`config.mk`:
```
export PLATFORM = sky130hd
export DESIGN_NAME = rot_quad_gen
export DESIGN_NICKNAME = d
export VERILOG_FILES = /design/src/rtl/rot_quad_gen.sv
export SDC_FILE = /design/constraint.sdc
export NUM_CORES = 1
export LEC_CHECK = 0
export CAP_MARGIN = 15
export CORE_MARGIN = 2
export CORE_UTILIZATION = 40
export DETAILED_ROUTE_END_ITERATION = 10
export GPL_TIMING_DRIVEN = 0
export PLACE_DENSITY = 0.66
export RECOVER_POWER = 25
export SETUP_SLACK_MARGIN = 0.4
export SLEW_MARGIN = 20
export SYNTH_ARGS = -nofsm -noshare
export SYNTH_HDL_FRONTEND = slang
export SYNTH_SLANG_ARGS = --single-unit
```
`constraint.sdc`:
```
create_clock -name input_clk_27M -period 2.22 [get_ports input_clk_27M]
set_clock_uncertainty 0.15 [all_clocks]
set_input_delay 0.444 -clock input_clk_27M [delete_from_list [all_inputs] [get_ports input_clk_27M]]
set_output_delay 0.444 -clock input_clk_27M [all_outputs]
set_load 0.02 [all_outputs]
```
`src/rtl/rot_quad_gen.sv`:
```
// Quadrature rotary-encoder emulator: turns "N detents CW/CCW" commands into Gray-coded A/B phases.
// Optional contact-bounce emulation on the changing line is enabled by defining ROT_BOUNCE_EN.
module rot_quad_gen #(
  parameter int PHASE_CYC  = 2700,
  parameter int CNT_W      = 8,
  parameter int BOUNCE_CYC = 16
) (
  input  logic             input_clk_27M,
  input  logic             input_RESET_gen,
  input  logic             input_cmd_valid,
  output logic             output_cmd_ready,
  input  logic             input_cmd_dir,
  input  logic [CNT_W-1:0] input_cmd_count,
  output logic             output_Rot_A,
  output logic             output_Rot_B,
  output logic             output_busy,
  output logic             output_done
);

  localparam int TW = $clog2(PHASE_CYC);

  typedef enum logic {S_IDLE, S_RUN} state_e;

  state_e           state_q, state_d;
  logic             dir_q, dir_d;
  logic [CNT_W-1:0] cnt_q, cnt_d;
  logic [1:0]       idx_q, idx_d;
  logic [TW-1:0]    tmr_q, tmr_d;
  logic [1:0]       ab_q, ab_d;
  logic             busy_q, busy_d;
  logic             done_q, done_d;
  logic             ready_q, ready_d;
  logic             zero_pend_q, zero_pend_d;

  // (A,B) after update idx; the fourth update always lands back on the 11 detent level.
  function automatic logic [1:0] gray_ab(input logic dir, input logic [1:0] idx);
    logic [1:0] r;
    case (idx)
      2'd0:    r = dir ? 2'b01 : 2'b10;
      2'd1:    r = 2'b00;
      2'd2:    r = dir ? 2'b10 : 2'b01;
      default: r = 2'b11;
    endcase
    return r;
  endfunction

  // Handshake: a command transfers on a rising edge where input_cmd_valid and output_cmd_ready
  // are both high; ready is a registered copy of "state is IDLE", so valid may stay high during RUN.
  always_comb begin
    state_d     = state_q;
    dir_d       = dir_q;
    cnt_d       = cnt_q;
    idx_d       = idx_q;
    tmr_d       = tmr_q;
    ab_d        = ab_q;
    busy_d      = busy_q;
    done_d      = 1'b0;
    zero_pend_d = 1'b0;
    case (state_q)
      S_IDLE: begin
        if (zero_pend_q) done_d = 1'b1;
        if (input_cmd_valid && ready_q) begin
          if (input_cmd_count != '0) begin
            state_d = S_RUN;
            dir_d   = input_cmd_dir;
            cnt_d   = input_cmd_count;
            idx_d   = 2'd0;
            tmr_d   = '0;
          end else begin
            zero_pend_d = 1'b1;
          end
        end
      end
      default: begin
        tmr_d = (tmr_q == TW'(PHASE_CYC - 1)) ? '0 : tmr_q + 1'b1;
        if (tmr_q == '0) begin
          if (cnt_q == '0) begin
            // Final full phase at 11 has elapsed.
            state_d = S_IDLE;
            busy_d  = 1'b0;
            done_d  = 1'b1;
          end else begin
            ab_d   = gray_ab(dir_q, idx_q);
            busy_d = 1'b1;
            idx_d  = idx_q + 2'd1;
            if (idx_q == 2'd3) cnt_d = cnt_q - 1'b1;
          end
        end
      end
    endcase
    ready_d = (state_d == S_IDLE);
  end

  always_ff @(posedge input_clk_27M) begin
    if (input_RESET_gen) begin
      state_q     <= S_IDLE;
      dir_q       <= 1'b0;
      cnt_q       <= '0;
      idx_q       <= 2'd0;
      tmr_q       <= '0;
      ab_q        <= 2'b11;
      busy_q      <= 1'b0;
      done_q      <= 1'b0;
      ready_q     <= 1'b1;
      zero_pend_q <= 1'b0;
    end else begin
      state_q     <= state_d;
      dir_q       <= dir_d;
      cnt_q       <= cnt_d;
      idx_q       <= idx_d;
      tmr_q       <= tmr_d;
      ab_q        <= ab_d;
      busy_q      <= busy_d;
      done_q      <= done_d;
      ready_q     <= ready_d;
      zero_pend_q <= zero_pend_d;
    end
  end

  assign output_cmd_ready = ready_q;
  assign output_busy      = busy_q;
  assign output_done      = done_q;

`ifdef ROT_BOUNCE_EN
  localparam int BW = $clog2(BOUNCE_CYC + 1);

  logic          upd;
  logic [BW-1:0] bcnt_q, bcnt_d;
  logic          bline_q, bline_d;  // 1: A is the chattering line, 0: B
  logic [1:0]    out_q, out_d;

  assign upd = (state_q == S_RUN) && (tmr_q == '0) && (cnt_q != '0);

  // Offset d after an update drives new_value ^ d[0] on the changed line until d reaches BOUNCE_CYC.
  always_comb begin
    bcnt_d  = bcnt_q;
    bline_d = bline_q;
    out_d   = ab_d;
    if (upd) begin
      bcnt_d  = BW'(1);
      bline_d = ab_d[1] ^ ab_q[1];
    end else if (bcnt_q != '0) begin
      if (bline_q) out_d[1] = ab_q[1] ^ bcnt_q[0];
      else         out_d[0] = ab_q[0] ^ bcnt_q[0];
      bcnt_d = (bcnt_q == BW'(BOUNCE_CYC)) ? '0 : bcnt_q + 1'b1;
    end
  end

  always_ff @(posedge input_clk_27M) begin
    if (input_RESET_gen) begin
      bcnt_q  <= '0;
      bline_q <= 1'b0;
      out_q   <= 2'b11;
    end else begin
      bcnt_q  <= bcnt_d;
      bline_q <= bline_d;
      out_q   <= out_d;
    end
  end

  assign output_Rot_A = out_q[1];
  assign output_Rot_B = out_q[0];
`else
  assign output_Rot_A = ab_q[1];
  assign output_Rot_B = ab_q[0];
`endif

endmodule
```
## Word-level counts from Yosys, hierarchy flattened

Cells that the tools add are included.
W data, S select, Z words.

- Order comparisons: 0
- Divide/modulo/power cells: 0
- Shifts and indexed selects: 0
- Mux-type cells: 28
- Bitwise gates (word level): 4
- Equality and inequality tests: 7
- $mul: 0
- Add/subtract/negate cells: 3
- Reduce and logical (&&, ||, !) cells: 14

Operators with widths:

| cell | count |
|---|---|
| $mux W12 | 4 |
| $mux W8 | 6 |
| $mux W2 | 7 |
| $add A12 B1 Y12 const B | 1 |
| $eq A12 B12 Y1 const B | 1 |
| $logic_not A12 Y1 | 1 |
| $mux W1 | 10 |
| $logic_not A8 Y1 | 1 |
| $reduce_bool A8 Y1 | 1 |
| $sub A8 B1 Y8 const B | 1 |
| $pmux W2 S3 | 1 |
| $reduce_and A3 Y1 | 2 |
| $reduce_and A5 Y1 | 1 |
| $eq A2 B2 Y1 const B | 2 |
| $ne A2 B1 Y1 const B | 2 |
| $not A1 Y1 | 4 |
| $reduce_and A2 Y1 | 2 |
| $reduce_and A4 Y1 | 1 |
| $reduce_bool A2 Y1 | 2 |
| $reduce_or A3 Y1 | 1 |
| $add A2 B1 Y2 const B | 1 |
| $eq A2 B1 Y1 const B | 1 |
| $logic_not A2 Y1 | 1 |
| $ne A2 B2 Y1 const B | 1 |
| $logic_and A1 B1 Y1 | 1 |

- Register bits after elaboration: 30
- Logic and storage cells: 66
- Memories: 0
- Bits in writable memories: 0
- Bits in latches: 0
- Input port bits: 12
- Output and inout port bits: 5
- Bits in read-only memories: 0

## Depth between registers and ports, before layout

Gate-level depths: netlist (run 1).

- Depth after elaboration: 5
- Depth in mapped cells: 8
- Depth with buffers taken out: 7

## Worst setup path before layout (run 1)

OpenSTA, ideal clock, no wires.

- Path type: input-to-reg
- Start point: input tmr_q[10]
- End point: register tmr_q[4]
- Data arrival time: 1.782 ns
- Data required time: 1.938 ns
- Stages: 7
- Setup time: 0.132 ns
- Slack: 0.156 ns
- Cell sequence: dfxtp_1 -> or4_4 -> o41ai_4 -> nor2_2 -> buf_6 -> a31oi_1 -> a31oi_1

- Word-level cells in the longest chain between the ends: 3

RTL lines:

| item | RTL line | text |
|---|---|---|
| start: declaration | 28 | `logic [TW-1:0] tmr_q, tmr_d;` |
| $eq A12 B12 Y1 | 75 | `tmr_d = (tmr_q == TW'(PHASE_CYC - 1)) ? '0 : tmr_q + 1'b1;` |
| $mux W12 | 75 |  |
| $mux W12 | 59 | `case (state_q)` |

No other way between the ends.
A chain may end at the register's enable or synchronous reset.

## Final worst setup path (run 1)

- Start point: input tmr_q[9]
- End point: register cnt_q[2]

- Word-level cells in the longest chain between the ends: 3

RTL lines:

| item | RTL line | text |
|---|---|---|
| $logic_not A12 Y1 | 76 | `if (tmr_q == '0) begin` |
| $ne A2 B1 Y1 (no line) | -- |  |
| $reduce_and A5 Y1 (no line) | -- |  |
| end signal: assignment | 109 | `cnt_q <= cnt_d;` |
| end: declaration | 26 | `logic [CNT_W-1:0] cnt_q, cnt_d;` |

No other way between the ends.

==> metrics.md, run 1 <==
| Metric | Value |
|---|---|
| Outcome | complete, no violations |
| Switching share of power | 32.5% |
| Worst skew pair latency | 0.28 ns |
| Mapped Nets | 220 |
| Cells after synthesis | 200 |
| Total iterations of the first detailed-routing run | 4 |
| Worst hold path startpoint | output_busy$_SDFFE_PP0P_ |
| # diodes | 0 |
| Seq/Total Area, Yosys | 36.2% |
| DR WL/cell | 14.1 um |
| Post-synthesis mux area share | 3.02% |
| Compound-Gate Fraction of Synth Area | 22.0% |
| Largest family of logic cells by synthesized area | simple AND/OR/NAND/NOR gates |
| Synth Cell Area | 1660 sq um |
| Crit end category | register |
| CTS sink count | 30 |
| Worst Max-Slew Pin Slew | 0.530 ns |
| GRT Total Usage | 19.7% |
| Arr. time, crit path | 2.13 ns |
| DP Cell Count | 266 |
| CTS Buf Count | 5 |
| Final worst slack | 0.112 ns |
| Share of cells above drive strength 1 | 26.7% |
| Internal power | 1.04 mW |
| DR DRC count | 0 |
| Most used DFF post-synth | dfxtp_1 |
| Slew Viols, Final | 0 |
| Slew margin rel. | 64.4% |
| # setup viols final | 0 |
| Clock share of power | 30.1% |
| Crit Path Category | register to register |
| # IOs | 17 |
| Lkg Pwr | 0.900 nW |
| Total of max-cap violations | 0 |
| Avg Inst Size Synth | 8.30 sq um |
| Distinct cells, synth | 42 |
| Worst EP required | 2.24 ns |
| RSZ-0062 raised after global routing | yes |
| Vias per cell | 5.58 |
| Combinational share of power | 29.4% |
| Number of synthesized flops with an enable pin | 0 |
| Post-route ant nets | 0 |
| Largest area contributor in the synthesized netlist | dfxtp_1 |
| Largest cells by area after synthesis | dfxtp_1, ha_1, nor2_1 |
| Ys Warns | 0 |
| Power after layout | 1.54 mW |
| IO Port Bufs | 16 |
| Layout Nets | 259 |
| Gr ovfl total | 0 |
| Xor-xnor portion of the synthesized cell area | 2.11% |
| Critical R2R Launch | tmr_q[9]$_SDFFE_PP0P_ |
| Std-Cell Rows | 23 |
| Minimum clock period | 2.11 ns |
| CP Launch Type | register |
| Flop pwr share | 40.5% |
| Die area | 4680 sq um |
| Synthesized flop and latch total | 30 |
| GPL Wtd Cong | 0.835 |
| NetSw | 0.501 mW |
| Die H | 68.4 um |
| First-pass GRT wire length | 6760 um |
| DR vias | 1618 |
| Worst IR Drop VDD | 0.000353 V |
| Die width | 68.4 um |
| CTS root buf | clkbuf_8 |
| Worst-path clk slew | 0.07 ns |
| Max Fclk | 474 MHz |
| Largest net degree at the start of global routing | 11 |
| Tcrit/Tclk final | 94.9% |
| Simple-Gate Fraction of Synth Area | 25.0% |
| Initial Util | 41.5% |
| Synth Area in Adders | 6.03% |
| Max H-tree Level | 2 |
| Clock Tree Buf Depth | 2 |
| DRT iter0 DRCs | 152 |
| Crit path launch | tmr_q[9]$_SDFFE_PP0P_ |
| Initial antenna violation count | 0 |
| Asr flop ratio synth | 0% |
| Total wire length | 4090 um |
| TritonCTS clock tree | done |
| Fin cells | 290 |
| Share of the synthesized area in the top cell type | 36.2% |
| Worst min-delay path class | register to register |
| Post-DP HPWL | 2690 um |
| Area delta synth->final | 34.9% |
| PD cells | 689 nW/um^2 |
| Vias in the first global route | 1446 |
| Final hold vios | 0 |
| Core ar. | 4000 sq um |
| Crit-path max FO | 5 |
| Pre-CTS setup slack | -0.496 ns |
==> critical path, cell delays in order (launching register included) <==
cell and delay [ns]:
dfxtp_4 0.35, or4_4 0.54, nor4_4 0.35, a31o_4 0.25, buf_6 0.13, mux2i_1 0.18
nor2_1 0.05
==> worst paths after layout <==
kind / slack [ns] / cells past startpoint / endpoint
worst max-delay path: 0.11 / 6 / cnt_q[2]$_SDFFE_PP0P_
worst max register to register: 0.11 / 6 / cnt_q[2]$_SDFFE_PP0P_
worst min-delay path: 0.32 / 1 / output_busy$_SDFFE_PP0P_
worst min register to register: 0.32 / 1 / output_busy$_SDFFE_PP0P_
==> cells in the mapped netlist (3+ instances only) <==
cell	count
dfxtp_1	30
nor2_1	25
nand2_1	17
inv_1	14
a21oi_1	13
a31oi_1	9
ha_1	8
o21ai_0	7
a211oi_1	6
mux2i_1	5
nand3_1	5
nand4_1	5
nor3_1	5
clkbuf_1	4
nor4_1	4
and3_1	3
nor2b_1	3
o211ai_1	3
or3_1	3
xnor2_1	3
==> power by group through the flow <==
stage                     sequential [mW]  clock [mW]  combinational [mW]
after CTS                           0.626       0.475               0.434
after detailed placement            0.637           0               0.385
after global routing                0.631       0.504               0.499
after floorplan                     0.644           0               0.266
final                               0.624       0.464               0.454
after global placement              0.636           0               0.381
==> stage by stage <==
step	util, %	setup TNS [ns]	instance area (sq um)	hold slack [ns]
after global placement	47.4	-7.42	1900	0.319
final	56.0	0	2240	0.322
after global routing	56.0	0	2240	0.354
after floorplan	-	0	1670	0.288
after detailed placement	47.4	-8.13	1900	0.317
after CTS	53.5	0	2140	0.328
==> final cells by class <==
class	instances	area [sq um]
clock buffer	7	86.3
sequential	30	617
clock inverter	1	5.00
tap	50	62.6
fill	385	1760
timing repair buffer	32	277
buffer	7	55.1
multi-input combinational	149	1080
inverter	14	52.6
==> per-layer routing <==
metal | wire (um) | track usage (%)
met5 | 0 | 0
met4 | 89 | 9.50
met1 | 1940 | 26.0
met2 | 1880 | 29.7
met3 | 177 | 4.93
==> cells in the final DEF, fill, tap and decap left out, types with 4 or more instances in the layout <==
master           n
nand4_1          5
dfxtp_2          4
inv_1           14
buf_4           11
dlygate4sd2_1    6
o21ai_0          5
dfxtp_1         23
dlymetal6s2s_1   4
a31oi_1          9
clkbuf_1         5
a21oi_1          8
ha_1             7
nand3_1          5
nor2_1          24
mux2i_1          5
a21oi_2          5
a211oi_1         5
nand2_1         13
buf_6            6
clkbuf_8         7
nor3_1           4
==> sequential cells by signal, indices dropped and copies added (netlist names) <==
name and cells:
state_q 1, output_busy 1, zero_pend_q 1, tmr_q 12
ab_q 2, idx_q 2, output_done 1, cnt_q 8
output_cmd_ready 1, dir_q 1
==> cell families (layout without fill, tap and decap cells) <==
family | Yosys count | in the layout
flip-flops | 30 | 30
AND/OR/NAND/NOR | 81 | 81
multiplexers | 5 | 5
adder cells (fa/ha/maj) | 8 | 8
buffers and inverters | 21 | 61
XOR/XNOR | 4 | 4
AO/OA/AOI/OAI | 51 | 51
==> what timing repair did <==
item	4_1_cts	5_1_grt
buffers inserted	7	7
endpoints found under the setup margin	31	32
hold buffers	0	0
pin swaps	12	15
gates resized for setup	30	29
gates cloned	2	0
Power figures use the tool's default switching activity.
==> run 2: changes to the inputs <==
--- a/config.mk
+++ b/config.mk
@@ -5,12 +5,14 @@
 export SDC_FILE = /design/constraint.sdc
 export NUM_CORES = 1
 export LEC_CHECK = 0
+export ABC_AREA = 1
 export CAP_MARGIN = 15
+export CORE_ASPECT_RATIO = 0.6
 export CORE_MARGIN = 2
-export CORE_UTILIZATION = 40
+export CORE_UTILIZATION = 35
 export DETAILED_ROUTE_END_ITERATION = 10
 export GPL_TIMING_DRIVEN = 0
-export PLACE_DENSITY = 0.66
+export PLACE_DENSITY = 0.59
 export RECOVER_POWER = 25
 export SETUP_SLACK_MARGIN = 0.4
 export SLEW_MARGIN = 20
==> run 2 against run 1 <==
  * Die area up 29%
  * Register-to-register slack better by 0.26 ns
  * Critical path type unchanged
  * Via count up 15%
  * Largest power group unchanged
  * Sequential power down 0.8%
  * Largest cell class unchanged
==> metrics.md, run 2 <==
| Metric | Value |
|---|---|
| Share of the synthesized area in the top cell type | 31.6% (-4.6 points) |
| Worst hold endpoint | output_done$_SDFF_PP0_ |
| PD cells | 644 nW/um^2 (-6.4%) |
| GRT Total Usage | 18.2% (-1.5 points) |
| # diodes | 0 (unchanged) |
| Worst min-delay path class | register to register |
| CP Launch Type | register |
| Vias per cell | 4.72 (-15%) |
| Largest cells by area after synthesis | dfxtp_1, nand2_1, nor2_1 |
| RSZ-0062 raised after global routing | no |
| DR DRC count | 0 (unchanged) |
| Slew margin rel. | 65.6% (+1.2 points) |
| Slew Viols, Final | 0 (unchanged) |
| Worst r2r dst | idx_q[0]$_SDFFE_PP0P_ |
| # IOs | 17 (unchanged) |
| Crit end category | register |
| CP delay by family, top | simple AND/OR/NAND/NOR gates |
| Minimum clock period | 1.85 ns (-0.261 ns) |
| CP peak stage delay | 0.35 ns (-0.19 ns) |
| Most frequent cells in the layout | nand2_1, nor2_1, inv_1, dfxtp_1, nand3_1 |
| Power after layout | 1.49 mW (-3.6%) |
| Max Fclk | 541 MHz (+14%) |
| Vias in the first global route | 1698 (+17%) |
| Top reg by flops | tmr_q |
| Most numerous cell in the Yosys netlist | nand2_1 |
| Final worst slack | 0.373 ns (+0.261 ns) |
| Number of synthesized flops with an enable pin | 0 (unchanged) |
| Total of max-cap violations | 0 (unchanged) |
| Die area | 6050 sq um (+29%) |
| Total iterations of the first detailed-routing run | 4 (unchanged) |
| DRT iter0 DRCs | 145 (-4.6%) |
| First-pass GRT wire length | 8470 um (+25%) |
| Largest area contributor in the synthesized netlist | dfxtp_1 |
| Worst IR Drop VDD | 0.000314 V (-11%) |
| R2R setup slack | 0.37 ns (+0.26 ns) |
| Most frequent CP cell | nand2_1 |
| GPL Wtd Cong | 0.845 (+1.1%) |
| Crit Path Category | register to register |
| Most used DFF post-synth | dfxtp_1 |
| Worst skew pair latency | 0.28 ns (about the same) |
| Reg2Reg Depth | 10 (+4) |
| CP bufs+invs | 2 (+1) |
| Die width | 99.1 um (+45%) |
| # setup viols final | 0 (unchanged) |
| Core ar. | 5150 sq um (+29%) |
| Post-DP HPWL | 3730 um (+39%) |
| Gr ovfl total | 0 (unchanged) |
| Layout Nets | 346 (+34%) |
| Slowest-stage cell, CP | dfxtp_2 |
| CP cell instances | inv_1, ha_4, nand2_1, inv_1, nand2_1, nor2_4, and2_0, nand2_1, a21oi_1, nor2_1 |
| Pre-CTS setup slack | 0.00728 ns (+0.504 ns) |
| Outcome | complete, no violations |
| CTS sink count | 30 (unchanged) |
| Area delta synth->final | 21.5% |
| Share of cells above drive strength 1 | 14.4% (-12 points) |
| Fillers | 560 (+45%) |
| TritonCTS clock tree | done |
| Avg Inst Size Synth | 6.41 sq um (-23%) |
| Worst EP required | 2.25 ns (about the same) |
| Top Registers | tmr_q x12, cnt_q x8 |
| Mapped Nets | 316 (+44%) |
| Tcrit/Tclk final | 83.2% (-12 points) |
| Asr flop ratio synth | 0% (unchanged) |
| Synth top cells by count | nand2_1, nor2_1, inv_1 |
| Worst Hold Depth | 2 (+1) |
| Arr. time, crit path | 1.87 ns (-0.26 ns) |
| Distinct cells, synth | 30 (-29%) |
| Synthesized flop and latch total | 30 (unchanged) |
| Core Util, Final | 44.7% (-11 points) |
| Worst hold path startpoint | zero_pend_q$_SDFF_PP0_ |
| Largest register FFs | 12 (unchanged) |
| Worst-path clk slew | 0.07 ns (about the same) |
| Critical R2R Launch | tmr_q[1]$_SDFFE_PP0P_ |
| Largest net degree at the start of global routing | 11 (unchanged) |
| CTS Buf Count | 5 (unchanged) |
| Synth Cell Area | 1900 sq um (+14%) |
| Seq/Total Area, Yosys | 31.6% (-4.6 points) |
| CTS root buf | clkbuf_8 |
| Ys Warns | 0 (unchanged) |
| Initial Util | 36.8% (-4.7 points) |
| Post-route ant nets | 0 (unchanged) |
| Lkg Pwr | 1.08 nW (+20%) |
| Critical path depth | 10 (+4) |
| Cells after synthesis | 296 (+48%) |
| IO Port Bufs | 16 (unchanged) |
| Commonest non-fill, non-tap cell in the layout | nand2_1 |
| Worst Max-Slew Pin Slew | 0.516 ns (-0.0140 ns) |
| Max H-tree Level | 2 (unchanged) |
| DR WL/cell | 12.6 um (-11%) |
| Die H | 61.0 um (-11%) |
| DR vias | 1855 (+15%) |
| Clock Tree Buf Depth | 2 (unchanged) |
| Std-Cell Rows | 20 (-13%) |
| Initial antenna violation count | 0 (unchanged) |
| Total wire length | 4940 um (+21%) |
| Crit-path max FO | 7 (+2) |
| Fin Setup TNS | 0 ns (unchanged) |
| Final hold vios | 0 (unchanged) |
[run 2: changes by cell type after synthesis, moves of 4 or more]
cell	before	now
a31oi_1	9	0
nand2_1	17	74
mux2i_1	5	0
nand3_1	5	21
inv_1	14	40
nor2_1	25	56
nand2_4	0	4
o21ai_0	7	11
a211oi_1	6	2
[run 2: area by class of cell]
class	instances	area, sq um	share of cell area [%]
Sequential cell	30	604	26.2
Clock inverter	1	5.00	0.217
Inverter	42	158	6.84
Clock buffer	7	86.3	3.74
Tap cell	66	82.6	3.58
Timing Repair Buffer	23	201	8.74
Multi-Input combinational cell	218	1130	48.9
Buffer	6	41.3	1.79
[run 2: stage by stage]
step / std cells / instance area, sq um / hold slack (ns)
CTS: 386 / 2230 / 0.315
detailed placement: 378 / 2140 / 0.301
global route: 393 / 2310 / 0.342
finish: 393 / 2310 / 0.308
floorplan: 296 / 1900 / 0.281
global placement: 378 / 2140 / 0.306
[run 2: cells by family (layout without fill, tap and decap cells)]
group | after synthesis | count (layout) | share of synthesized area (%)
flops | 30 | 30 | 31.6
simple gates | 175 | 175 | 42.3
buf+inv | 48 | 79 | 10.3
xor+xnor | 2 | 2 | 0.923
compound gates | 33 | 33 | 9.56
fa+ha+maj | 8 | 8 | 5.27
[run 2: how the worst max path moves through the flow]
| stage | to | slack [ns] | start |
|---|---|---|---|
| 2_1_floorplan | cnt_q[3]$_SDFFE_PP0P_ | 0.67 | cnt_q[0]$_SDFFE_PP0P_ |
| 3_3_place_gp | output_cmd_ready$_SDFF_PP1_ | 0.02 | input_cmd_count[5] |
| 3_5_place_dp | tmr_q[10]$_SDFFE_PP0P_ | 0.007 | input_cmd_count[5] |
| 4_1_cts | output_cmd_ready | 0.40 | output_cmd_ready$_SDFF_PP1_ |
| 5_1_grt | idx_q[0]$_SDFFE_PP0P_ | 0.23 | tmr_q[1]$_SDFFE_PP0P_ |
| 6_report | idx_q[0]$_SDFFE_PP0P_ | 0.37 | tmr_q[1]$_SDFFE_PP0P_ |
[run 2: worst register-to-register path, delay by kind of cell, from the launching register on]
family | cells | cell delay (ns)
AND/OR/NAND/NOR | 6 | 0.77
flip-flops | 1 | 0.35
AO/OA/AOI/OAI | 1 | 0.17
buffers and inverters | 2 | 0.15
adder cells (fa/ha/maj) | 1 | 0.15
[run 2: where the power goes]
part           switching [mW]  internal, mW
clock network           0.205         0.250
registers              0.0404         0.579
logic                   0.249         0.163
total                   0.495         0.991
[run 2: routing by layer]
layer | global-route usage, % | wire (um) | vias to the layer above
li1 | - | - | 998
met1 | 29.2 | 2810 | 820
met2 | 24.4 | 1790 | 35
met3 | 4.09 | 313 | 2
met4 | 3.52 | 22 | 0
met5 | 0 | 0 | -
[run 2: repair_timing]
item,4_1_cts,5_1_grt
setup buffers,0,7
hold buffers,0,0
gates resized for setup,2,29
endpoints found under the setup margin,12,25
pin swaps,0,12
==> run 3: changes to the inputs <==
--- a/config.mk
+++ b/config.mk
@@ -12,7 +12,7 @@
 export CORE_UTILIZATION = 35
 export DETAILED_ROUTE_END_ITERATION = 10
 export GPL_TIMING_DRIVEN = 0
-export PLACE_DENSITY = 0.59
+export PLACE_DENSITY = 0.57
 export RECOVER_POWER = 25
 export SETUP_SLACK_MARGIN = 0.4
 export SLEW_MARGIN = 20
==> constraint.sdc (replaced) <==
create_clock -name input_clk_27M -period 1.7 [get_ports input_clk_27M]
set_clock_uncertainty 0.15 [all_clocks]
set_input_delay 0.34 -clock input_clk_27M [delete_from_list [all_inputs] [get_ports input_clk_27M]]
set_output_delay 0.34 -clock input_clk_27M [all_outputs]
set_load 0.02 [all_outputs]
==> run 3 against run 2 <==
  * Count of clock-buffer cells in the layout fell by 1
  * Die area did not move
  * Global-route usage rose by 0.37 points
  * Wire length rose by 11%
==> metrics.md, run 3 (synthesis gave the netlist of run 2 again) <==
| Metric | Value |
|---|---|
| Outcome | complete, no violations |
| DR WL/cell | 13.4 um (+7.0%) |
| Hold Buf Count CTS | 0 (unchanged) |
| CP cell instances | inv_4, ha_4, nand2_2, inv_2, nand2_2, nor2_4, nand4_4, nand2_4, buf_6, nand2_1, nand2_1, nor2_1 |
| CP Launch Type | register |
| TritonCTS clock tree | done |
| Vias in the first global route | 1745 (+2.8%) |
| Flop pwr share | 39.6% (-2.1 points) |
| Met1 WL | 2850 um (+1.4%) |
| Die H | 61.0 um (unchanged) |
| Core ar. | 5150 sq um (unchanged) |
| Minimum clock period | 1.60 ns (-0.242 ns) |
| Area delta synth->final | 38.9% |
| DR DRC count | 0 (unchanged) |
| CP peak stage delay | 0.37 ns (+0.02 ns) |
| Most frequent cells in the layout | nand2_1, nor2_1, inv_1, dfxtp_1, buf_4 |
| Arr. time, crit path | 1.63 ns (-0.24 ns) |
| Final hold vios | 0 (unchanged) |
| Slew margin rel. | 78.8% (+13 points) |
| DR vias | 2035 (+9.7%) |
| Top Metal Used | met4 |
| NetSw | 0.705 mW (+42%) |
| Tcrit/Tclk final | 94.4% (+11 points) |
| Critical path depth | 12 (+2) |
| GRT Total Usage | 18.6% (+0.37 points) |
| Clock share of power | 27.9% (-2.7 points) |
| Fillers | 506 (-9.6%) |
| # setup viols final | 0 (unchanged) |
| Total wire length | 5460 um (+11%) |
| IO Port Bufs | 16 (unchanged) |
| Combinational share of power | 32.5% (+4.8 points) |
| Total iterations of the first detailed-routing run | 5 (+1) |
| Worst-path clk slew | 0.06 ns (about the same) |
| Layout Nets | 361 (+4.3%) |
| Max H-tree Level | 2 (unchanged) |
| Core Util, Final | 51.1% (+6.4 points) |
| Top reg by flops | tmr_q |
| Vias per cell | 5.01 (+6.2%) |
| Initial Util | 36.8% (unchanged) |
| Die width | 99.1 um (unchanged) |
| # diodes | 0 (unchanged) |
| Die area | 6050 sq um (unchanged) |
| Largest net degree at the start of global routing | 11 (unchanged) |
| Worst EP required | 1.72 ns (-0.53 ns) |
| First-pass GRT wire length | 8630 um (+1.8%) |
| Lkg Pwr | 1.13 nW (+4.9%) |
| Std-Cell Rows | 20 (unchanged) |
| Fin Setup TNS | 0 ns (unchanged) |
| CTS Buf Count | 5 (unchanged) |
| Crit-path max FO | 5 (-2) |
| CTS sink count | 30 (unchanged) |
| # IOs | 17 (unchanged) |
| Worst min-delay path class | register to register |
| CP delay by family, top | simple AND/OR/NAND/NOR gates |
| Worst IR Drop VDD | 0.000368 V (+17%) |
| Internal power | 1.35 mW (+36%) |
| Worst Hold Depth | 2 (unchanged) |
| Routed met2 length | 2100 um (+17%) |
| RSZ-0062 raised after global routing | yes |
| Slowest-stage cell, CP | dfxtp_4 |
| Post-route ant nets | 0 (unchanged) |
| Clock Tree Buf Depth | 2 (unchanged) |
| Initial antenna violation count | 0 (unchanged) |
| Worst Max-Slew Pin Slew | 0.318 ns (-0.198 ns) |
| Largest register FFs | 12 (unchanged) |
| GPL Wtd Cong | 0.816 (-3.4%) |
| CTS root buf | clkbuf_8 |
| Worst skew pair latency | 0.28 ns (about the same) |
| Post-DP HPWL | 3630 um (-2.6%) |
| Crit Path Category | register to register |
| Share of cells above drive strength 1 | 32.9% (+19 points) |
| Slew Viols, Final | 0 (unchanged) |
| WL met3 | 477 um (+52%) |
| Top Registers | tmr_q x12, cnt_q x8 |
| Crit end category | register |
| PD cells | 779 nW/um^2 (+21%) |
| DRT iter0 DRCs | 140 (-3.4%) |
| Commonest non-fill, non-tap cell in the layout | nand2_1 |
| Max Fclk | 623 MHz (+15%) |
| Reg2Reg Depth | 12 (+2) |
| Power after layout | 2.05 mW (+38%) |
| Gr ovfl total | 0 (unchanged) |
| Switching share of power | 34.3% (+1.1 points) |
| Total of max-cap violations | 0 (unchanged) |
| CP bufs+invs | 3 (+1) |
run 3: area by class of cell:
cell class / instances / area [sq um] / share of cell area (%)
plain buffers: 6 / 45.0 / 1.71
clock buffers: 6 / 82.6 / 3.13
inverters: 42 / 165 / 6.26
multi-input cells: 219 / 1340 / 50.8
flip-flops and latches: 30 / 618 / 23.4
well taps: 66 / 82.6 / 3.13
repair buffers: 37 / 304 / 11.5
run 3: path summary, 6_finish.rpt:
check | startpoint | endpoint | slack, ns
worst max register to register | tmr_q[0]$_SDFFE_PP0P_ | cnt_q[0]$_SDFFE_PP0P_ | 0.1
worst min-delay path | zero_pend_q$_SDFF_PP0_ | output_done$_SDFF_PP0_ | 0.31
worst max-delay path | tmr_q[0]$_SDFFE_PP0P_ | cnt_q[0]$_SDFFE_PP0P_ | 0.1
worst min register to register | zero_pend_q$_SDFF_PP0_ | output_done$_SDFF_PP0_ | 0.31
run 3: layer usage:
layer | global-route usage, % | vias to the layer above
met1 | 29.6 | 922
met4 | 3.52 | 0
met5 | 0 | -
li1 | - | 1024
met3 | 4.09 | 5
met2 | 25.3 | 84
run 3: what timing repair did:
action                                  4_1_cts  5_1_grt
gates cloned                                  2        1
endpoints found under the setup margin       35       30
gates resized for setup                      73       37
pin swaps                                    21       20
buffers inserted                             13        6
run 3: power groups by stage:
| stage | logic, mW | registers [mW] | clock network (mW) |
|---|---|---|---|
| CTS | 0.599 | 0.807 | 0.589 |
| finish | 0.668 | 0.812 | 0.572 |
| global placement | 0.516 | 0.823 | 0 |
| floorplan | 0.360 | 0.831 | 0 |
| global route | 0.737 | 0.819 | 0.618 |
| detailed placement | 0.520 | 0.824 | 0 |
run 3: worst reg2reg max path, cell delays in order (launching register included):
cell	delay [ns]
dfxtp_4	0.37
inv_4	0.06
ha_4	0.14
nand2_2	0.05
inv_2	0.05
nand2_2	0.05
nor2_4	0.13
nand4_4	0.11
nand2_4	0.11
buf_6	0.13
nand2_1	0.05
nand2_1	0.05
nor2_1	0.04
run 3: metrics by stage:
step | hold slack (ns) | std cells | setup slack (ns) | cell area, sq um
after floorplan | 0.259 | 296 | 0.189 | 1940
after CTS | 0.314 | 399 | 0.0809 | 2470
after global routing | 0.328 | 406 | 0.0144 | 2640
after global placement | 0.307 | 378 | -0.313 | 2180
after detailed placement | 0.305 | 378 | -0.326 | 2180
final | 0.311 | 406 | 0.0950 | 2640
